`src/rtl/pipeline_pkg.sv`:
```
// Shared pipeline definitions: stall FSM state encoding, register-index width,
// NOP encoding and the per-stage pause bundle used by the stall controller.
package pipeline_pkg;

  localparam int REG_W = 5;

  localparam logic [1:0] IDLE     = 2'd0;
  localparam logic [1:0] MULDIV   = 2'd1;
  localparam logic [1:0] MEM_WAIT = 2'd2;

  // A paused stage register emits this word downstream as a bubble.
  localparam logic [31:0] NOP_INSTR = 32'h0000_0000;

  typedef struct packed {
    logic pc;
    logic fi_id;
    logic id_ex;
    logic ex_mem;
    logic mem_wb;
  } pause_t;

  localparam pause_t PAUSE_NONE = '{pc: 1'b0, fi_id: 1'b0, id_ex: 1'b0, ex_mem: 1'b0, mem_wb: 1'b0};
  // Freeze everything up to EX_MEM; WB keeps draining and receives a bubble.
  localparam pause_t PAUSE_HOLD = '{pc: 1'b1, fi_id: 1'b1, id_ex: 1'b1, ex_mem: 1'b1, mem_wb: 1'b0};

  function automatic logic [31:0] sat_inc(input logic [31:0] v);
    return (v == 32'hFFFF_FFFF) ? v : v + 32'd1;
  endfunction

endpackage

```
`src/rtl/hazard_detect.sv`:
```
// Load-use hazard detector: purely combinational, shared with the forwarding unit.
module hazard_detect
  import pipeline_pkg::*;
(
  input  logic [REG_W-1:0] id_rs,
  input  logic [REG_W-1:0] id_rt,
  input  logic             id_use_rs,
  input  logic             id_use_rt,
  input  logic [REG_W-1:0] ex_rd,
  input  logic             ex_regwe,
  input  logic             ex_is_load,
  output logic             hz
);

  logic rs_match;
  logic rt_match;

  // Register 0 is hardwired to zero, so a load targeting it never creates a dependency.
  assign rs_match = id_use_rs && (id_rs == ex_rd);
  assign rt_match = id_use_rt && (id_rt == ex_rd);
  assign hz       = ex_is_load && ex_regwe && (ex_rd != '0) && (rs_match || rt_match);

endmodule

```
`src/rtl/stall_ctrl.sv`:
```
// Central hazard/stall controller producing per-stage pause and PC hold.
// Optional performance counters are enabled with `define STALL_CTRL_PERF_EN.
module stall_ctrl
  import pipeline_pkg::*;
#(
  parameter int MULDIV_LAT  = 4,
  parameter int MEM_TIMEOUT = 255,
  parameter int CNT_W       = 8
) (
  input  logic             clk,
  input  logic             rst,
  input  logic [REG_W-1:0] id_rs,
  input  logic [REG_W-1:0] id_rt,
  input  logic             id_use_rs,
  input  logic             id_use_rt,
  input  logic [REG_W-1:0] ex_rd,
  input  logic             ex_regwe,
  input  logic             ex_is_load,
  input  logic             ex_muldiv_start,
  input  logic             mem_req,
  input  logic             mem_ack,
  output logic             pause_pc,
  output logic             pause_fi_id,
  output logic             pause_id_ex,
  output logic             pause_ex_mem,
  output logic             pause_mem_wb,
  output logic             busy,
  output logic             mem_err
`ifdef STALL_CTRL_PERF_EN
  ,
  output logic [31:0]      perf_lu,
  output logic [31:0]      perf_md,
  output logic [31:0]      perf_mw
`endif
);

  logic [1:0]       state, state_nxt;
  logic [CNT_W-1:0] cnt, cnt_nxt;
  logic             err_set;
  logic             hz;
  pause_t           pause;

  hazard_detect u_hazard_detect (
    .id_rs      (id_rs),
    .id_rt      (id_rt),
    .id_use_rs  (id_use_rs),
    .id_use_rt  (id_use_rt),
    .ex_rd      (ex_rd),
    .ex_regwe   (ex_regwe),
    .ex_is_load (ex_is_load),
    .hz         (hz)
  );

  always_comb begin
    // NOTE: every output of this block gets a default first so no path can infer a latch.
    pause     = PAUSE_NONE;
    state_nxt = state;
    cnt_nxt   = cnt;
    err_set   = 1'b0;
    case (state)
      IDLE: begin
        if (mem_req) begin
          // A zero-wait access (ack in the same cycle) needs no stall at all.
          if (!mem_ack) begin
            pause     = PAUSE_HOLD;
            state_nxt = MEM_WAIT;
            cnt_nxt   = '0;
          end
        end else if (ex_muldiv_start) begin
          pause     = PAUSE_HOLD;
          state_nxt = MULDIV;
          cnt_nxt   = CNT_W'(MULDIV_LAT - 2);
        end else if (hz) begin
          // Front end holds one cycle while ID_EX captures a bubble behind the load.
          pause.pc    = 1'b1;
          pause.fi_id = 1'b1;
        end
      end
      MULDIV: begin
        if (cnt != '0) begin
          pause   = PAUSE_HOLD;
          cnt_nxt = cnt - 1'b1;
        end else begin
          state_nxt = IDLE;
        end
      end
      MEM_WAIT: begin
        if (mem_ack) begin
          state_nxt = IDLE;
        end else if (cnt == CNT_W'(MEM_TIMEOUT)) begin
          err_set   = 1'b1;
          state_nxt = IDLE;
        end else begin
          pause   = PAUSE_HOLD;
          cnt_nxt = cnt + 1'b1;
        end
      end
      default: state_nxt = IDLE;
    endcase
  end

  // Reset forces every stage register to emit NOPs regardless of the current state.
  assign pause_pc     = rst | pause.pc;
  assign pause_fi_id  = rst | pause.fi_id;
  assign pause_id_ex  = rst | pause.id_ex;
  assign pause_ex_mem = rst | pause.ex_mem;
  assign pause_mem_wb = rst | pause.mem_wb;
  assign busy         = !rst && (state != IDLE);

  always_ff @(posedge clk) begin
    // NOTE: registered state uses non-blocking assignments so all flops update together.
    if (rst) begin
      state   <= IDLE;
      cnt     <= '0;
      mem_err <= 1'b0;
    end else begin
      state   <= state_nxt;
      cnt     <= cnt_nxt;
      mem_err <= mem_err | err_set;
    end
  end

`ifdef STALL_CTRL_PERF_EN
  logic lu_stall, md_stall, mw_stall;

  // Attribute each paused cycle to its cause via the state it leads into.
  assign lu_stall = pause.pc && !pause.id_ex;
  assign md_stall = pause.ex_mem && (state_nxt == MULDIV);
  assign mw_stall = pause.ex_mem && (state_nxt == MEM_WAIT);

  always_ff @(posedge clk) begin
    if (rst) begin
      perf_lu <= '0;
      perf_md <= '0;
      perf_mw <= '0;
    end else begin
      if (lu_stall) perf_lu <= sat_inc(perf_lu);
      if (md_stall) perf_md <= sat_inc(perf_md);
      if (mw_stall) perf_mw <= sat_inc(perf_mw);
    end
  end
`endif

endmodule

```
`config.mk`:
```
export PLATFORM = sky130hd
export DESIGN_NAME = stall_ctrl
export DESIGN_NICKNAME = d
export VERILOG_FILES = /design/src/rtl/pipeline_pkg.sv /design/src/rtl/hazard_detect.sv /design/src/rtl/stall_ctrl.sv
export SDC_FILE = /design/constraint.sdc
export NUM_CORES = 1
export LEC_CHECK = 0
export CELL_PAD_IN_SITES_DETAIL_PLACEMENT = 1
export CELL_PAD_IN_SITES_GLOBAL_PLACEMENT = 1
export CORE_MARGIN = 1
export CORE_UTILIZATION = 38
export DETAILED_ROUTE_END_ITERATION = 12
export PLACE_DENSITY = 0.95
export SETUP_SLACK_MARGIN = 0.4
export SKIP_LAST_GASP = 1
export SYNTH_ARGS = -nofsm -noshare
export SYNTH_HDL_FRONTEND = slang
export SYNTH_SLANG_ARGS = --single-unit
export TNS_END_PERCENT = 100
```
`constraint.sdc`:
```
create_clock -name clk -period 4.5 [get_ports clk]
set_clock_uncertainty 0.05 [all_clocks]
set_input_delay 0.45 -clock clk [delete_from_list [all_inputs] [get_ports clk]]
set_output_delay 0.45 -clock clk [all_outputs]
set_load 0.02 [all_outputs]
```
Word-level counts from Yosys, hierarchy flattened

Cells that the tools add are included.

$add $sub $neg: 2
Equal/unequal tests: 12
Mux-type cells: 26
Bitwise logic cells: 6
Reductions and logical operators: 15

Operator list:

| cell                  | number |
|---|---|
| $mux W8               | 6 |
| $mux W5               | 5 |
| $pmux W8 S3           | 1 |
| $mux W2               | 8 |
| $pmux W5 S3           | 1 |
| $eq A5 B5 Y1          | 2 |
| $ne A3 B3 Y1 const B  | 3 |
| $add A8 B1 Y8 const B | 1 |
| $eq A8 B8 Y1 const B  | 1 |
| $ne A2 B2 Y1 const B  | 4 |
| $reduce_bool A8 Y1    | 1 |
| $sub A8 B1 Y8 const B | 1 |
| $logic_and A1 B1 Y1   | 6 |
| $or A1 B1 Y1          | 6 |
| $pmux W2 S3           | 1 |
| $reduce_and A6 Y1     | 1 |
| $reduce_bool A5 Y1    | 1 |
| $reduce_and A4 Y1     | 1 |
| $mux W1               | 3 |
| $mux W3               | 1 |
| $reduce_bool A3 Y1    | 1 |
| $eq A2 B1 Y1 const B  | 1 |
| $eq A2 B2 Y1 const B  | 1 |
| $logic_not A2 Y1      | 1 |
| 3 further kinds       | 3 |

Bits in registers: 11
Input bits: 24
Output and inout port bits: 7
Logic and storage cells: 64

Depth between registers and ports, before layout

Depth after elaboration: 9
Depth in mapped cells: 9
Gate-level depth less buffers: 9

By module

From an unflattened synthesis, not the netlist that was laid out.

Cell total of the unflattened synthesis: 146
Area total of the unflattened synthesis: 1139.8 um^2

Modules (own cells, without submodules):

| module        | times used | cells each | area each (um^2) | seq. area each (um^2) |
|---|---|---|---|---|
| stall_ctrl    | 1          | 129        | 1004.7           | 220.2 |
| hazard_detect | 1          | 17         | 135.1            | 0.0 |

Least setup slack after synthesis

Ideal clock, no wire load.

Path type: register -> output
From: register cnt[1]
To: output port pause_pc
Arrival: 1.976 ns
Data required time: 4.000 ns
Setup slack: 2.024 ns
Cell stages (with the launch flop): 7
Path buffers: 1
Path through: dfxtp_1 or4_4 o21ai_2 a31oi_1 or2_1 o21bai_1 buf_4

Word-level cells in the longest chain between the ends: 5
Elaborated cells on any way between the ends: 7
Classes of those cells: eq/ne: 1; mux: 4; bitwise: 1; reduce/logical: 1

Ends and longest elaborated chain:

| element                  | line              | source |
|---|---|---|
| start: declaration       | stall_ctrl.sv:38  | `logic [CNT_W-1:0] cnt, cnt_nxt;` |
| start signal: assignment | stall_ctrl.sv:118 | `cnt <= cnt_nxt;` |
| $eq A8 B8 Y1             | stall_ctrl.sv:90  | `end else if (cnt == CNT_W'(MEM_TIMEOUT)) begin` |
| $mux W5                  | stall_ctrl.sv:90  |  |
| $mux W5                  | stall_ctrl.sv:88  | `if (mem_ack) begin` |
| $pmux W5 S3 *            | stall_ctrl.sv:60  | `case (state)` |
| $or A1 B1 Y1 *           | stall_ctrl.sv:103 | `assign pause_pc = rst \| pause.pc;` |
| end: declaration         | stall_ctrl.sv:22  | `output logic pause_pc,` |

Every way passes the cells marked *; elsewhere a longest branch is shown, timed or not.

Final worst setup path

From: register state[0]
To: output port pause_pc

Word-level cells in the longest chain between the ends: 3
Elaborated cells on any way between the ends: 5
Classes of those cells: eq/ne: 2; mux: 1; bitwise: 1; reduce/logical: 1

Ends and longest elaborated chain:

| element                              | line              | source |
|---|---|---|
| start: declaration                   | stall_ctrl.sv:37  | `logic [1:0] state, state_nxt;` |
| start signal: assignment             | stall_ctrl.sv:117 | `state <= state_nxt;` |
| $eq A2 B2 Y1 (tied with other cells) | stall_ctrl.sv:60  |  |
| $pmux W5 S3 *                        | stall_ctrl.sv:60  |  |
| $or A1 B1 Y1 *                       | stall_ctrl.sv:103 |  |

Marked as above.

==> impl_metrics.json <==
{
  "status": "complete, but fails checks",
  "violations": "design-rule violations",
  "routed_wl_mm": 3.773,
  "cp-start-kind": "register",
  "avgSynthCellArea_um2": 8.046,
  "antenna_found_initial": 0,
  "grtUsageTotal_pct": 25.51,
  "overflow": 0,
  "power_frac_comb_pct": 54.8,
  "design_area_mm2": 0.001494,
  "grt_pass1_vias": 1284,
  "drc": 5,
  "antenna_cells": 0,
  "synth_warnings": 0,
  "initial_core_util_pct": 40.96,
  "final_common_cell": "clkdlybuf4s50_1",
  "place.gp.congestion": 0.8270,
  "async_flop_share_pct": 0,
  "most-common-layout-cells": "clkdlybuf4s50_1 (30), a21oi_1 (11), nor2_1 (11), nand2_1 (11), dfxtp_1 (11)",
  "fill_cells": 358,
  "routed_via_density": 5.819,
  "cts_sinks": 11,
  "internal_power_mw": 0.2474,
  "cts_buffers": 3,
  "layout_min_cycle_time_ns": 3.076,
  "p_sw_share_pct": 42.49,
  "die_w_um": 57.22,
  "finalNetCount": 209,
  "fin_crit_sh_pct": 68.35,
  "hpwlAfterDp_mm": 2.815,
  "synth_nets": 179,
  "synthMuxAreaShare_pct": 0.8639,
  "post_cts_buffers": 0,
  "port_buffers": 30,
  "syn_inst": 144,
  "crit_required_ns": 4.00,
  "slew_violations": 0,
  "synth.distinct_cells": 45,
  "power_switching_mw": 0.1828,
  "die_h_um": 57.22,
  "postCtsHoldBufs": 0,
  "synth-seq-cells": 11,
  "power_density_mw_per_mm2": 287.9,
  "die_area_mm2": 0.003274,
  "synth-seq-area-share_pct": 19.01,
  "maxCapViolations": 0,
  "clk_pin_slew_ns": 0.08,
  "leakage_nw": 0.5805,
  "ctsRootBufferMaster": "clkbuf_4",
  "cts-resized-gates": 0,
  "path_max_fanout": 6,
  "timing.fmax_mhz": 325.1,
  "worst-slew-pin-transition_ns": 0.6972,
  "synth_compound_area_share_pct": 20.52,
  "rsz0062_at_grt": "false",
  "placed_area_mm2": 0.001468,
  "ir_drop_v": 0.0002177,
  "vias": 1187,
  "wl_per_cell_um": 18.50,
  "netlist_area_mm2": 0.001159,
  "cp-end-kind": "primary output",
  "power_mw": 0.4301,
  "finalSetupTns_ns": 0,
  "cp.arrival_ns": 2.58,
  "synth_edf_count": 0,
  "power.share.clock_pct": 17.3,
  "detail-route-antenna-nets": 0,
  "grt_first_pass_wirelength_mm": 6.479,
  "pwr-share-seq_pct": 27.9,
  "cts_tree": "built",
  "synth-simple-area-share_pct": 33.15,
  "area_growth_pct": 28.94,
  "setup_viol": 0,
  "clock_path_buffers": 2,
  "firstDrtPassIters": 8,
  "synth_top_family_by_area": "simple AND/OR/NAND/NOR gates",
  "relSlewSlack_pct": 53.52,
  "synth-adder-area-share_pct": 12.53,
  "row_count": 19,
  "final-hold-violation-count": 0,
  "setup.worst_path.class": "register to primary output",
  "htree_levels": 1,
  "grt_max_degree": 17,
  "synth_ff_type": "dfxtp_1",
  "drive_above_1_share_pct": 8.671,
  "core_area_mm2": 0.002829,
  "hp-class": "register to register",
  "clock_latency_ns": 0.28,
  "first_iter_violations": 38,
  "synthXorXnorAreaFrac_pct": 9.071,
  "num_io_pins": 31
}
[synth_stat cells, drive strengths merged, types with 2 or more instances]
cell	number	area (µm²)
xnor2	3	26.28
nor2	11	41.29
o21ai	6	33.78
and3	4	30.03
nor4	3	18.77
nand3	9	45.04
nor2b	6	37.54
dfxtp	11	220.2
a31oi	2	12.51
nand2b	2	22.52
inv	7	26.28
nor3	4	36.29
o21bai	3	22.52
xor2	9	78.83
nand4	5	31.28
or4	3	30.03
a21oi	11	55.05
or2	2	12.52
nand4b	2	17.52
ha	10	125.1
clkbuf	2	7.510
nand2	11	41.29
buf	3	22.52
[final timing paths]
kind | from | slack [ns] | cells after the start | end
max reg2reg | state[0] | 1.84 | 9 | cnt[7]
min | cnt[5] | 0.45 | 2 | cnt[5]
max | state[0] | 1.42 | 8 | pause_pc
min reg2reg | cnt[5] | 0.45 | 2 | cnt[5]
[sequential cells by signal (all words and copies together), names as in the netlist]
register  flops
cnt           8
state         2
mem_err       1
[critical path, stage by stage (launching register included)]
cell	delay [ns]
dfxtp_1	0.36
inv_1	0.10
ha_1	0.32
nor2b_1	0.22
o21ai_0	0.18
a31oi_1	0.18
or2_1	0.15
o21bai_1	0.15
clkdlybuf4s50_1	0.64
[logic make-up after synthesis]
kind of cell / count (synthesis)
and+or+nand+nor: 65
DFF: 11
muxes: 1
buffers and inverters: 12
xor gates and xnor gates: 12
adders and majority gates: 11
AOI/OAI and AO/OA: 32
[stage by stage]
| stage | std cells | hold slack, ns | setup WS (ns) | util, % |
|---|---|---|---|---|
| after global routing | 204 | 0.4846 | 1.182 | 52.81 |
| after global placement | 200 | 0.4180 | 1.627 | 51.88 |
| final | 204 | 0.4535 | 1.424 | 52.81 |
| after floorplan | 144 | 0.4112 | 2.024 | - |
| after CTS | 204 | 0.4492 | 1.411 | 52.81 |
| after detailed placement | 200 | 0.4331 | 1.504 | 51.88 |
[per-layer routing]
metal | global-route usage, % | up-vias | part of all wire (%) | wire [µm]
met1 | 31.05 | 572 | 42 | 1598
met5 | 0 | - | 0 | 0
met4 | 3.136 | 0 | 0 | 0
met3 | 5.215 | 0 | 6.1 | 232
li1 | - | 584 | - | -
met2 | 47.39 | 31 | 51 | 1941
[cell type report]
type / instances / area [µm²] / share of cell area (%)
multi-input combinational: 121 / 882.1 / 59.05
timing repair buffer: 30 / 300.3 / 20.10
tap: 31 / 38.79 / 2.596
clock buffer: 4 / 26.28 / 1.759
sequential: 11 / 220.2 / 14.74
inverter: 7 / 26.28 / 1.759
[power by group through the flow]
stage / clock network [mW] / logic [mW] / registers, mW
floorplan: 0 / 0.160 / 0.118
global placement: 0 / 0.214 / 0.121
detailed placement: 0 / 0.229 / 0.122
CTS: 0.0755 / 0.236 / 0.120
global route: 0.0775 / 0.259 / 0.121
finish: 0.0744 / 0.236 / 0.120
Power figures use the tool's default switching activity.
